[src/rtl/fetch_pkg.sv]
// Shared definitions for the instruction fetch controller.
//
// Holds the controller state encoding, the next-PC source encoding, the default
// address/instruction widths, the branch offset width, and a saturating
// increment helper for the RUN-cycle counter.

package fetch_pkg;

  // Default instruction ROM geometry
  localparam int unsigned DefaultAddrW = 16;
  localparam int unsigned DefaultInstW = 9;

  // Relative branch offset is a signed two's-complement byte
  localparam int unsigned BranchOffW = 8;

  // RUN-cycle counter width
  localparam int unsigned CycleCntW = 16;

  typedef enum logic [1:0] {
    StIdle = 2'd0,
    StRun  = 2'd1,
    StDone = 2'd2
  } fetch_state_e;

  // Source of the next program counter value
  typedef enum logic [1:0] {
    PcSeq    = 2'd0,
    PcJump   = 2'd1,
    PcBranch = 2'd2
  } pc_sel_e;

  // Counter increment that sticks at all-ones instead of rolling over
  function automatic logic [CycleCntW-1:0] sat_inc(input logic [CycleCntW-1:0] v);
    logic [CycleCntW-1:0] r;
    if (v == '1) begin
      r = v;
    end else begin
      r = v + 1'b1;
    end
    return r;
  endfunction

endpackage

[src/rtl/next_pc.sv]
// Next program counter selection for the fetch controller.
//
// Purely combinational. Priority is jump > branch > sequential. All arithmetic
// is modulo 2^A, so the sequential step from all-ones wraps to zero and branch
// targets wrap in either direction.
//
// Ports:
//   pc_i         current program counter (address being fetched)
//   ir_addr_i    address of the instruction currently held for decode
//   jump_i       qualified absolute jump request
//   jump_addr_i  absolute jump target
//   branch_i     qualified taken-branch request
//   branch_off_i signed branch offset, relative to ir_addr_i
//   npc_o        selected next program counter
//   redirect_o   high when npc_o is a jump or branch target (not sequential)

module next_pc
  import fetch_pkg::*;
#(
  parameter int unsigned A = DefaultAddrW
) (
  input  logic [A-1:0]          pc_i,
  input  logic [A-1:0]          ir_addr_i,
  input  logic                  jump_i,
  input  logic [A-1:0]          jump_addr_i,
  input  logic                  branch_i,
  input  logic [BranchOffW-1:0] branch_off_i,
  output logic [A-1:0]          npc_o,
  output logic                  redirect_o
);

  pc_sel_e      pc_sel;
  logic [A-1:0] off_ext;
  logic [A-1:0] seq_pc;
  logic [A-1:0] branch_pc;

  // Signed size cast sign-extends the offset to the address width
  assign off_ext   = A'($signed(branch_off_i));
  assign seq_pc    = pc_i + 1'b1;
  // Branches are relative to the instruction that requested them, not to the
  // already-advanced fetch address
  assign branch_pc = ir_addr_i + off_ext;

  always_comb begin
    pc_sel = PcSeq;
    if (jump_i) begin
      pc_sel = PcJump;
    end else if (branch_i) begin
      pc_sel = PcBranch;
    end
  end

  always_comb begin
    npc_o = seq_pc;
    unique case (pc_sel)
      PcJump:   npc_o = jump_addr_i;
      PcBranch: npc_o = branch_pc;
      default:  npc_o = seq_pc;
    endcase
  end

  assign redirect_o = (pc_sel != PcSeq);

endmodule

[src/rtl/fetch_ctrl.sv]
// Instruction fetch controller.
//
// Drives the address of an external combinational instruction ROM and registers
// the returned word for decode. Redirects (jump/branch) and halt requests come
// back from decode and apply only to a valid, non-squashed instruction. A
// taken redirect squashes the wrong-path fetch already in flight, costing one
// bubble. A downstream stall freezes all fetch state while the RUN-cycle
// counter keeps counting.
//
// Ports:
//   clk_i          clock, rising-edge
//   rst_i          asynchronous active-high reset
//   start_i        start/restart at address 0 (only in IDLE or DONE)
//   stall_i        downstream not ready, freeze fetch state
//   jump_en_i      absolute jump requested by inst_o
//   jump_addr_i    absolute jump target
//   branch_en_i    taken relative branch requested by inst_o
//   branch_off_i   signed branch offset relative to ir_addr_o
//   halt_req_i     halt requested by inst_o
//   inst_data_i    ROM read data for inst_address_o
//   inst_address_o ROM address (the program counter)
//   inst_o         registered instruction for decode
//   ir_addr_o      address inst_o was fetched from
//   inst_valid_o   inst_o holds a valid, non-squashed instruction
//   done_o         program halted
//   cycle_count_o  RUN cycles since the last start, saturating

module fetch_ctrl
  import fetch_pkg::*;
#(
  parameter int unsigned A = DefaultAddrW,
  parameter int unsigned W = DefaultInstW
) (
  input  logic                  clk_i,
  input  logic                  rst_i,
  input  logic                  start_i,
  input  logic                  stall_i,
  input  logic                  jump_en_i,
  input  logic [A-1:0]          jump_addr_i,
  input  logic                  branch_en_i,
  input  logic [BranchOffW-1:0] branch_off_i,
  input  logic                  halt_req_i,
  input  logic [W-1:0]          inst_data_i,
  output logic [A-1:0]          inst_address_o,
  output logic [W-1:0]          inst_o,
  output logic [A-1:0]          ir_addr_o,
  output logic                  inst_valid_o,
  output logic                  done_o,
  output logic [CycleCntW-1:0]  cycle_count_o
);

  fetch_state_e         state_q;
  logic [A-1:0]         pc_q;
  logic [W-1:0]         inst_q;
  logic [A-1:0]         ir_addr_q;
  logic                 inst_valid_q;
  logic                 done_q;
  logic [CycleCntW-1:0] cycle_q;

  logic                 halt_ok;
  logic                 jump_ok;
  logic                 branch_ok;
  logic [A-1:0]         npc;
  logic                 redirect;

  // Requests from decode are meaningless while inst_o is a bubble
  assign halt_ok   = halt_req_i  & inst_valid_q;
  assign jump_ok   = jump_en_i   & inst_valid_q;
  assign branch_ok = branch_en_i & inst_valid_q;

  next_pc #(
    .A (A)
  ) u_next_pc (
    .pc_i         (pc_q),
    .ir_addr_i    (ir_addr_q),
    .jump_i       (jump_ok),
    .jump_addr_i  (jump_addr_i),
    .branch_i     (branch_ok),
    .branch_off_i (branch_off_i),
    .npc_o        (npc),
    .redirect_o   (redirect)
  );

  always_ff @(posedge clk_i or posedge rst_i) begin
    if (rst_i) begin
      state_q      <= StIdle;
      pc_q         <= '0;
      inst_q       <= '0;
      ir_addr_q    <= '0;
      inst_valid_q <= 1'b0;
      done_q       <= 1'b0;
      cycle_q      <= '0;
    end else begin
      unique case (state_q)
        StIdle, StDone: begin
          if (start_i) begin
            state_q      <= StRun;
            pc_q         <= '0;
            inst_valid_q <= 1'b0;
            done_q       <= 1'b0;
            cycle_q      <= '0;
          end
        end

        StRun: begin
          // Counts every RUN cycle, stalled or not
          cycle_q <= sat_inc(cycle_q);
          if (!stall_i) begin
            if (halt_ok) begin
              // PC, inst_o and ir_addr_o are left where they are
              state_q      <= StDone;
              done_q       <= 1'b1;
              inst_valid_q <= 1'b0;
            end else begin
              pc_q <= npc;
              if (redirect) begin
                // The word on inst_data_i is the wrong path; drop it
                inst_valid_q <= 1'b0;
              end else begin
                inst_q       <= inst_data_i;
                ir_addr_q    <= pc_q;
                inst_valid_q <= 1'b1;
              end
            end
          end
        end

        default: begin
          state_q <= StIdle;
        end
      endcase
    end
  end

  assign inst_address_o = pc_q;
  assign inst_o         = inst_q;
  assign ir_addr_o      = ir_addr_q;
  assign inst_valid_o   = inst_valid_q;
  assign done_o         = done_q;
  assign cycle_count_o  = cycle_q;

endmodule

[config.mk]
export PLATFORM = sky130hd
export DESIGN_NAME = fetch_ctrl
export DESIGN_NICKNAME = d
export VERILOG_FILES = /design/src/rtl/fetch_pkg.sv /design/src/rtl/next_pc.sv /design/src/rtl/fetch_ctrl.sv
export SDC_FILE = /design/constraint.sdc
export NUM_CORES = 1
export LEC_CHECK = 0
export ABC_AREA = 1
export CORE_MARGIN = 2
export CORE_UTILIZATION = 35
export CTS_BUF_LIST = sky130_fd_sc_hd__clkbuf_16
export CTS_CLUSTER_SIZE = 28
export DETAILED_ROUTE_END_ITERATION = 16
export PLACE_DENSITY = 0.65
export SYNTH_ARGS = -nofsm -noshare
export SYNTH_HDL_FRONTEND = slang
export SYNTH_SLANG_ARGS = --single-unit
[constraint.sdc]
create_clock -name clk_i -period 2.35 [get_ports clk_i]
set_input_delay 0.47 -clock clk_i [delete_from_list [all_inputs] [get_ports clk_i]]
set_output_delay 0.47 -clock clk_i [all_outputs]
set_load 0.02 [all_outputs]
==> summary.txt, run 1 <==
Clocking
  – Worst skew pair latency: 0.33 ns
  – CTS Hold Bufs: 0
  – H-tree levels: 3
  – Worst-path clk slew: about 0.05 ns
  – CTS Sinks: 61
  – Post-CTS Resized: 0
  – Num CTS Buffers: 9
  – CTS tree: built
  – Post-CTS Repair Setup Buffers: 0
  – Clk buf depth: 2
  – CTS root buffer: clkbuf_16

Layout
  – Area Overhead vs Synth: 35.71%
  – Layout cell share with drive strength beyond 1: about a tenth
  – Most frequent cells in the layout: nand2_1, clkdlybuf4s50_1, inv_1, dfrtp_1, nand3_1
  – Final Non-Filler Cells: a little over 900
  – Fill cells: approximately 1,300
  – Reg area: about 1500 µm²
  – Final #Nets: between 700 and 800
  – Area of the multi-input gates: between 2000 and 2500 µm²
  – Commonest non-fill, non-tap cell in the layout: nand2_1
  – N_diodes: 0

STA
  – Final Critical Period: ~2.1 ns
  – Hold slack: between 0.4 and 0.5 ns
  – Fmax: 476.9 MHz
  – Worst Max-Slew Pin Slew: around 0.47 ns
  – Setup TNS: 0 ns
  – Slew Limit Headroom: between 60 and 70%
  – Tcrit/Tclk final: slightly below 90%
  – Final Hold Viols: 0
  – Worst clock skew: roughly 0.0049 ns
  – RSZ-0062 raised after global routing: false
  – Max-slew violations: 0
  – # setup viols final: 0

Placement
  – HPWL Detailed: around 9.7 mm
  – Placed Cells: roughly 900
  – Gpl congestion: 0.8960
  – IO buf count: between 90 and 100

Worst setup path
  – Nature of the critical path startpoint: primary input
  – Worst EP arrival: about 2.4 ns
  – Crit path buf inv count: 3
  – Critical path's slowest cell: clkdlybuf4s50_1
  – CP required: between 2 and 3 ns
  – Cell family with most CP delay: simple AND/OR/NAND/NOR gates
  – CP peak stage delay: roughly 0.46 ns
  – Worst path cell trace: clkdlybuf4s50_1, ha_1, inv_1, fa_1, inv_1, nand3_1, nand3_1, a21oi_1, or2_2, nand3_1, nand3_1, nand2_1
  – Worst path most repeated cell: nand3_1
  – WS Path Type: primary input to register
  – Worst Setup End Kind: register
  – CP max FO: 4

Pwr
  – Worst vdd ir: roughly 0.5 mV
  – PD cells: ~1300 nW/µm²
  – Tot Pwr: around 7.7 mW
  – Leak Pwr: roughly 3.0 nW

Floorplan
  – Die Span X: 116.8 µm
  – Boundary Pins: 99
  – Rows: 41
  – Starting Density: between 30 and 40%
  – Die Height: about 120 µm
  – Core Region: between 10,000 and 15,000 µm²
  – Full die area: 13,630 µm²

Global routing
  – Congestion Overflow GR: 0
  – Gr usage total: 18.73%
  – Vias in the first global route: between 4,000 and 5,000
  – Met1 Use GR: 24.64%
  – GR Util met3: under 10%
  – Global-route wire length before repair: a little under 20 mm
  – Initial antenna violation count: 0
  – Met2 Usage GRT: a little under a third
  – Most used routing layer: met2
  – Largest net degree at the start of global routing: a little over 60

Route
  – Routed length per instance: between 10 and 15 µm
  – TritonRoute pass-1 iters: 5
  – Initial drt markers: between 300 and 400
  – ANT nets after route: 0
  – Final wirelength: ~13 mm
  – Vias per cell: ~4.8
  – Via Count: approximately 4,400
  – # DRC: 0

Outcome
  – Status: complete, no violations

Synth
  – Synth Area per Inst: roughly 7.1 µm²
  – FF+latch count, synth: slightly above 60
  – Syn nets: between 600 and 700
  – Post-synthesis cell area: 4449 µm²
  – Netlist cell types: 43
  – Yosys warns: 0
  – Seq/Total Area, Yosys: ~34%
  – Syn Inst Count: approximately 620

Flow run
  – Max Cap Violations: 0

Min path
  – Hold Crit Class: primary input to async pin
path summary, 6_finish.rpt:
check / slack [ns] / cells after the start / end / from
min in group clk_i: 0.51 / 1 / inst_o[7] / inst_o[7]
max in group asynchronous: 1.54 / 3 / cycle_count_o[0] / rst_i
min reg2reg: 0.51 / 1 / inst_o[7] / inst_o[7]
max: 0.25 / 12 / inst_address_o[8] / branch_off_i[0]
max reg2reg: 0.44 / 10 / inst_address_o[7] / ir_addr_o[5]
min: 0.50 / 3 / inst_o[4] / rst_i
power by group:
group / leakage, nW / switching [mW] / total (mW) / internal [mW]
clock: 0.169 / 0.456 / 1.48 / 1.02
sequential: 0.791 / 0.445 / 1.88 / 1.44
combinational: 2.02 / 2.49 / 4.30 / 1.81
total: 2.98 / 3.39 / 7.66 / 4.27
layer usage:
metal	routed length, µm	vias up
met2	5968	136
met1	5773	2007
met4	237	0
met3	579	25
met5	0	-
li1	-	2221
sequential cells by signal, summed over array words and instances (netlist names):
register        flops
inst_address_o     16
state_q             2
inst_valid_o        1
done_o              1
cycle_count_o      16
ir_addr_o          16
inst_o              9
stage by stage:
stage	cell area, µm²	util (%)	setup slack [ns]
after CTS	6038	48.24	0.2515
final	6038	48.24	0.2530
after floorplan	4449	-	0.3670
after global routing	6038	48.24	0.07304
after global placement	5707	45.59	-0.06114
after detailed placement	5707	45.59	-0.09430
worst register-to-register path, delay by kind of cell (launching register included):
kind	cells	cell delay, ns
AOI/OAI and AO/OA	1	0.16
buffers and inverters	1	0.07
DFF	1	0.42
and+or+nand+nor	7	0.81
adders and majority gates	1	0.35
Yosys cell counts:
master     instances  area (µm²)
nand3_1           56       280.3
nand4_4            1       21.27
o21ai_2            5       43.79
nand2_2           10       62.56
fa_1               1       20.02
o2111ai_1          1       8.760
inv_1             89       334.1
o31ai_1            5       37.54
nor2_2             1       6.260
mux2_4            11       165.2
buf_1              2       7.510
clkbuf_1           2       7.510
a22oi_1            2       15.01
nor2_8             2       40.04
inv_2              5       18.77
dfrtp_1           61        1526
o22ai_1            3       18.77
xnor2_1            1       8.760
o311ai_0           1       8.760
a21oi_4            1       16.27
ha_1              17       212.7
buf_2              3       15.01
nand2_8            2       40.04
nand3b_1           2       15.01
a21oi_1           16       80.08
nor2_4             1       11.26
nand4_2            1       12.51
o211ai_1           1       7.510
buf_12             1       20.02
o21ai_0           33       165.2
nor3_1            10       50.05
xor2_1            13       113.9
nand4_1            3       18.77
inv_4              1       6.260
or2_2              7       43.79
and2_1             1       6.260
nor2_1            34       127.6
and3_1             1       6.260
o21a_1             1       7.510
buf_6              3       33.78
nand2_1          208       780.8
a21boi_0           1       7.510
o21ai_1            4       20.02
cell families (layout without fill, tap and decap cells):
logic type                 after synthesis  count (layout)  share of synthesized area (%)
adders and majority gates               18              18                          5.231
buffers and inverters                  106             225                          9.955
muxes                                   11              11                          3.712
DFF                                     61              61                          34.31
xor gates and xnor gates                14              14                          2.756
AOI/OAI and AO/OA                       74              74                          9.815
and+or+nand+nor                        340             340                          34.22
cell type report:
cell class / instances / share of cell area [%]
multi-input cells: 457 / 41.07
flip-flops and latches: 61 / 25.28
repair buffers: 114 / 18.65
inverters: 95 / 5.947
clock buffers: 9 / 3.730
well taps: 172 / 3.564
clock inverters: 7 / 1.761
Note: power is estimated with default switching activity, not from simulation.
==> run 2, diff against run 1 <==
- PLACE_DENSITY: 0.65 -> default
- PLACE_DENSITY_LB_ADDON: default -> 0.1
==> summary.txt, run 2 (synthesis results as in run 1) <==
Worst setup path
  – Nature of the critical path startpoint: primary input
  – WS Path Type: primary input to register
  – CP peak stage delay: roughly 0.46 ns
  – Worst path cell trace: clkdlybuf4s50_1, ha_1, inv_1, fa_1, inv_1, nand3_1, nand3_1, a21oi_1, or2_2, nand3_1, nand3_1, nand2_1
  – CP required: approximately 2.6 ns
  – Critical path's slowest cell: clkdlybuf4s50_1
  – Worst Setup End Kind: register
  – Worst EP arrival: about 2.4 ns
  – Worst path most repeated cell: nand3_1
  – CP max FO: 4

Global routing
  – Congestion Overflow GR: 0
  – Global-route wire length before repair: 20.56 mm
  – Gr usage total: between 10% and 20%
  – Largest net degree at the start of global routing: between 60 and 70
  – Initial antenna violation count: 0
  – Vias in the first global route: 4,020

Route
  – Vias per cell: 4.687
  – Final wirelength: ~13 mm
  – # DRC: 0
  – TritonRoute pass-1 iters: 5
  – Via Count: around 4,300
  – Initial drt markers: between 200 and 250
  – ANT nets after route: 0
  – Routed length per instance: 13.66 µm

Floorplan
  – Starting Density: roughly 36%
  – Rows: ~40
  – Die Height: between 100 and 150 µm
  – Boundary Pins: just under 100
  – Full die area: 13,630 µm²
  – Core Region: around 13,000 µm²
  – Die Span X: between 100 and 150 µm

STA
  – Worst Max-Slew Pin Slew: ~0.49 ns
  – Hold slack: between 0.5 and 0.6 ns
  – Final Hold Viols: 0
  – Worst clock skew: approximately 0.0047 ns
  – Worst setup margin: 0.2576 ns
  – RSZ-0062 raised after global routing: false
  – Slew Limit Headroom: between 60 and 70%
  – Fmax: between 400 and 500 MHz
  – Tcrit/Tclk final: about 89%
  – Max-slew violations: 0
  – Final Critical Period: about 2.1 ns
  – # setup viols final: 0

Layout
  – Layout cell share with drive strength beyond 1: between 10 and 15%
  – N_diodes: 0
  – Most frequent cells in the layout: nand2_1, clkdlybuf4s50_1, inv_1, dfrtp_1, nand3_1
  – Commonest non-fill, non-tap cell in the layout: nand2_1
  – Area Overhead vs Synth: 36.30%
  – Final #Nets: 800
  – Final core utilization: roughly 48%

Clocking
  – Clk buf depth: 2
  – Worst-path clk slew: approximately 0.06 ns
  – Post-CTS Resized: 0
  – Post-CTS Repair Setup Buffers: 0
  – CTS Sinks: approximately 60
  – Worst skew pair latency: approximately 0.34 ns
  – Num CTS Buffers: 9
  – H-tree levels: 3
  – CTS root buffer: clkbuf_16
  – CTS Hold Bufs: 0
  – CTS tree: built

Pwr
  – Worst vdd ir: ~0.65 mV
  – Leak Pwr: ~3.0 nW
  – PD cells: ~1300 nW/µm²

Placement
  – Gpl congestion: 0.9156
  – HPWL Detailed: around 9.6 mm
  – IO buf count: a little under 100
  – Place WS: -0.07070 ns

Min path
  – Hold Crit Class: primary input to async pin

Outcome
  – Status: complete, no violations

Flow run
  – Max Cap Violations: 0
## run 2: cell types whose count changed in the layout (fill, tap and decap cells not counted), sizes merged
cell and change:
buf +4, clkinv +2, inv -2, bufinv -1, clkinvlp +1
## run 2: metrics by stage
| step | cells | power, mW | cell area (µm²) | setup TNS [ns] |
|---|---|---|---|---|
| finish | 919 | 7.599 | 6065 | 0 |
| global placement | 903 | 6.168 | 5749 | -0.1142 |
| detailed placement | 903 | 6.215 | 5749 | -0.1372 |
| global route | 919 | 8.224 | 6065 | 0 |
| CTS | 919 | 7.690 | 6065 | 0 |
| floorplan | 624 | 4.653 | 4449 | 0 |
## run 2: layout make-up
class | instances | area [µm²]
Multi-Input combinational cell | 457 | 2480
Tap cell | 172 | 215.2
Clock inverter | 7 | 90.09
Timing Repair Buffer | 118 | 1169
Fill cell | 1296 | 6452
Clock buffer | 9 | 225.2
Inverter | 95 | 359.1
Sequential cell | 61 | 1526
## run 2: critical path: cells and delay by family
family / cells / cell delay, ns
compound gates: 1 / 0.09
simple gates: 6 / 0.67
buf+inv: 3 / 0.62
fa+ha+maj: 2 / 0.52
## run 2: worst paths after layout
check	startpoint	endpoint	slack (ns)	cells after the start
max in group asynchronous	rst_i	ir_addr_o[10]	1.54	3
min	rst_i	inst_o[3]	0.52	3
min in group clk_i	ir_addr_o[5]	ir_addr_o[5]	0.52	2
max reg2reg	ir_addr_o[2]	inst_address_o[15]	0.47	11
max	branch_off_i[0]	inst_address_o[8]	0.26	12
min reg2reg	ir_addr_o[5]	ir_addr_o[5]	0.52	2
## run 2: power breakdown
| part | internal [mW] | leakage, nW | switching [mW] |
|---|---|---|---|
| Sequential | 1.44 | 0.791 | 0.428 |
| Combinational | 1.84 | 2.04 | 2.47 |
| Clock | 0.922 | 0.153 | 0.506 |
## run 2: routing by layer
layer	vias to the layer above	wire length [µm]	track usage, %
met1	1938	5991	27.22
met4	0	68	3.765
met5	-	0	0
met3	10	798	6.020
met2	130	5697	30.64
li1	2229	-	-
==> run 3, diff against run 2 <==
- CELL_PAD_IN_SITES_DETAIL_PLACEMENT: default -> 2
- CELL_PAD_IN_SITES_GLOBAL_PLACEMENT: default -> 2
- CORE_UTILIZATION: 35 -> 28
==> summary.txt, run 3 (synthesis results as in run 1) <==
Placement
  – HPWL Detailed: ~13 mm
  – IO buf count: slightly below 100
  – Place WS: -0.2715 ns
  – Gpl congestion: ~0.79

Route
  – ANT nets after route: 0
  – # DRC: 0
  – TritonRoute pass-1 iters: 4
  – Routed length per instance: 16.47 µm
  – Via Count: between 4,000 and 5,000
  – Final wirelength: roughly 16 mm
  – Vias per cell: 4.730
  – Initial drt markers: between 100 and 150

Layout
  – Area Overhead vs Synth: 38.86%
  – Commonest non-fill, non-tap cell in the layout: nand2_1
  – Most frequent cells in the layout: nand2_1, clkdlybuf4s50_1, inv_1, dfrtp_1, nand3_1
  – Final #Nets: between 800 and 900
  – Layout cell share with drive strength beyond 1: 12.72%
  – Final core utilization: approximately 39%
  – Fill cells: roughly 1,900
  – N_diodes: 0

STA
  – Final Hold Viols: 0
  – Worst clock skew: approximately 0.0063 ns
  – Slew Limit Headroom: about 60%
  – Max-slew violations: 0
  – RSZ-0062 raised after global routing: false
  – Fmax: between 400 and 500 MHz
  – Worst Max-Slew Pin Slew: 0.6006 ns
  – Tcrit/Tclk final: 94.89%
  – Worst setup margin: 0.1201 ns
  – Final Critical Period: around 2.2 ns
  – # setup viols final: 0

Floorplan
  – Starting Density: between 20% and 30%
  – Core Region: 15,710 µm²
  – Rows: 46
  – Full die area: between 15,000 and 20,000 µm²
  – Die Height: 130.1 µm
  – Die Span X: between 100 and 150 µm
  – Boundary Pins: 99

Clocking
  – Clk buf depth: 2
  – CTS tree: built
  – CTS root buffer: clkbuf_16
  – Post-CTS Repair Setup Buffers: 0
  – Worst skew pair latency: ~0.33 ns
  – CTS Sinks: roughly 60
  – Worst-path clk slew: roughly 0.060 ns
  – H-tree levels: 3
  – Num CTS Buffers: 9

Worst setup path
  – Worst Setup End Kind: register
  – Worst EP arrival: around 2.5 ns
  – Nature of the critical path startpoint: primary input
  – CP required: between 2 and 3 ns
  – WS Path Type: primary input to register
  – CP max FO: 4

Global routing
  – Initial antenna violation count: 0
  – Global-route wire length before repair: roughly 26 mm
  – Gr usage total: between 10% and 20%
  – Vias in the first global route: a little over 5,000
  – Congestion Overflow GR: 0
  – Largest net degree at the start of global routing: 33

Pwr
  – Leak Pwr: approximately 3 nW
  – PD cells: 1262 nW/µm²
  – Worst vdd ir: just under 0.8 mV

Flow run
  – Max Cap Violations: 0

Min path
  – Hold Crit Class: register to register

Outcome
  – Status: complete, no violations
-- run 3: cell types whose count changed in the layout (fill, tap and decap cells not counted) --
cell,change
nand3_1,-1
nor3_2,+1
nor3_1,-1
ha_1,-2
bufinv_16,-1
nand3_2,+1
buf_12,-1
buf_4,+9
clkinvlp_4,+2
clkinv_4,-1
ha_4,+2
-- run 3: where the power goes --
group	switching, mW	internal [mW]
registers	0.439	1.44
clock network	0.508	0.813
logic	2.69	1.91
-- run 3: path summary, 6_finish.rpt --
kind                                      start                 to  slack, ns  cells past startpoint
worst min-delay path                  inst_o[5]          inst_o[5]       0.52                      1
max in group asynchronous                 rst_i       ir_addr_o[8]       1.22                      3
worst min register to register        inst_o[5]          inst_o[5]       0.52                      1
worst max register to register     ir_addr_o[0]  inst_address_o[8]       0.30                     11
min in group asynchronous                 rst_i          inst_o[5]       0.53                      2
worst max-delay path            branch_off_i[0]  inst_address_o[8]       0.12                     12
-- run 3: critical path: stages --
cell	delay, ns
clkdlybuf4s50_1	0.46
ha_1	0.21
inv_1	0.07
fa_1	0.36
inv_1	0.12
nand3_1	0.11
nand3_2	0.11
a21oi_1	0.09
or2_2	0.28
nand3_1	0.08
nand3_1	0.07
nand2_1	0.07
-- run 3: per-layer routing --
metal	track usage (%)	vias to the layer above	part of all wire, %
li1	-	2236	-
met1	24.32	2289	44
met2	36.68	59	52
met3	2.952	9	2.7
met4	4.175	0	0.74
met5	0	-	0
-- run 3: area by class of cell --
type | count | area [µm²] | area share, %
Inverter | 95 | 359.1 | 5.812
Clock inverter | 7 | 66.31 | 1.073
Tap cell | 216 | 270.3 | 4.374
Multi-Input combinational cell | 457 | 2515 | 40.70
Clock buffer | 9 | 225.2 | 3.645
Sequential cell | 61 | 1526 | 24.71
Timing Repair Buffer | 126 | 1216 | 19.68
-- run 3: per-stage QoR --
stage               power, mW  hold slack, ns  cell area [µm²]  instances  setup TNS, ns
floorplan               4.653          0.5917             4449        624              0
global placement        6.354          0.5014             5852        955        -0.7281
detailed placement      6.513          0.4946             5852        955         -1.749
CTS                     7.892          0.5167             6143        971              0
global route            8.439          0.5326             6178        971              0
finish                  7.796          0.5158             6178        971              0
-- run 3: what timing repair did --
item | in CTS | in global routing
hold buffers | 0 | 0
endpoints found under the setup margin | 0 | 2
gates resized for setup | 0 | 4
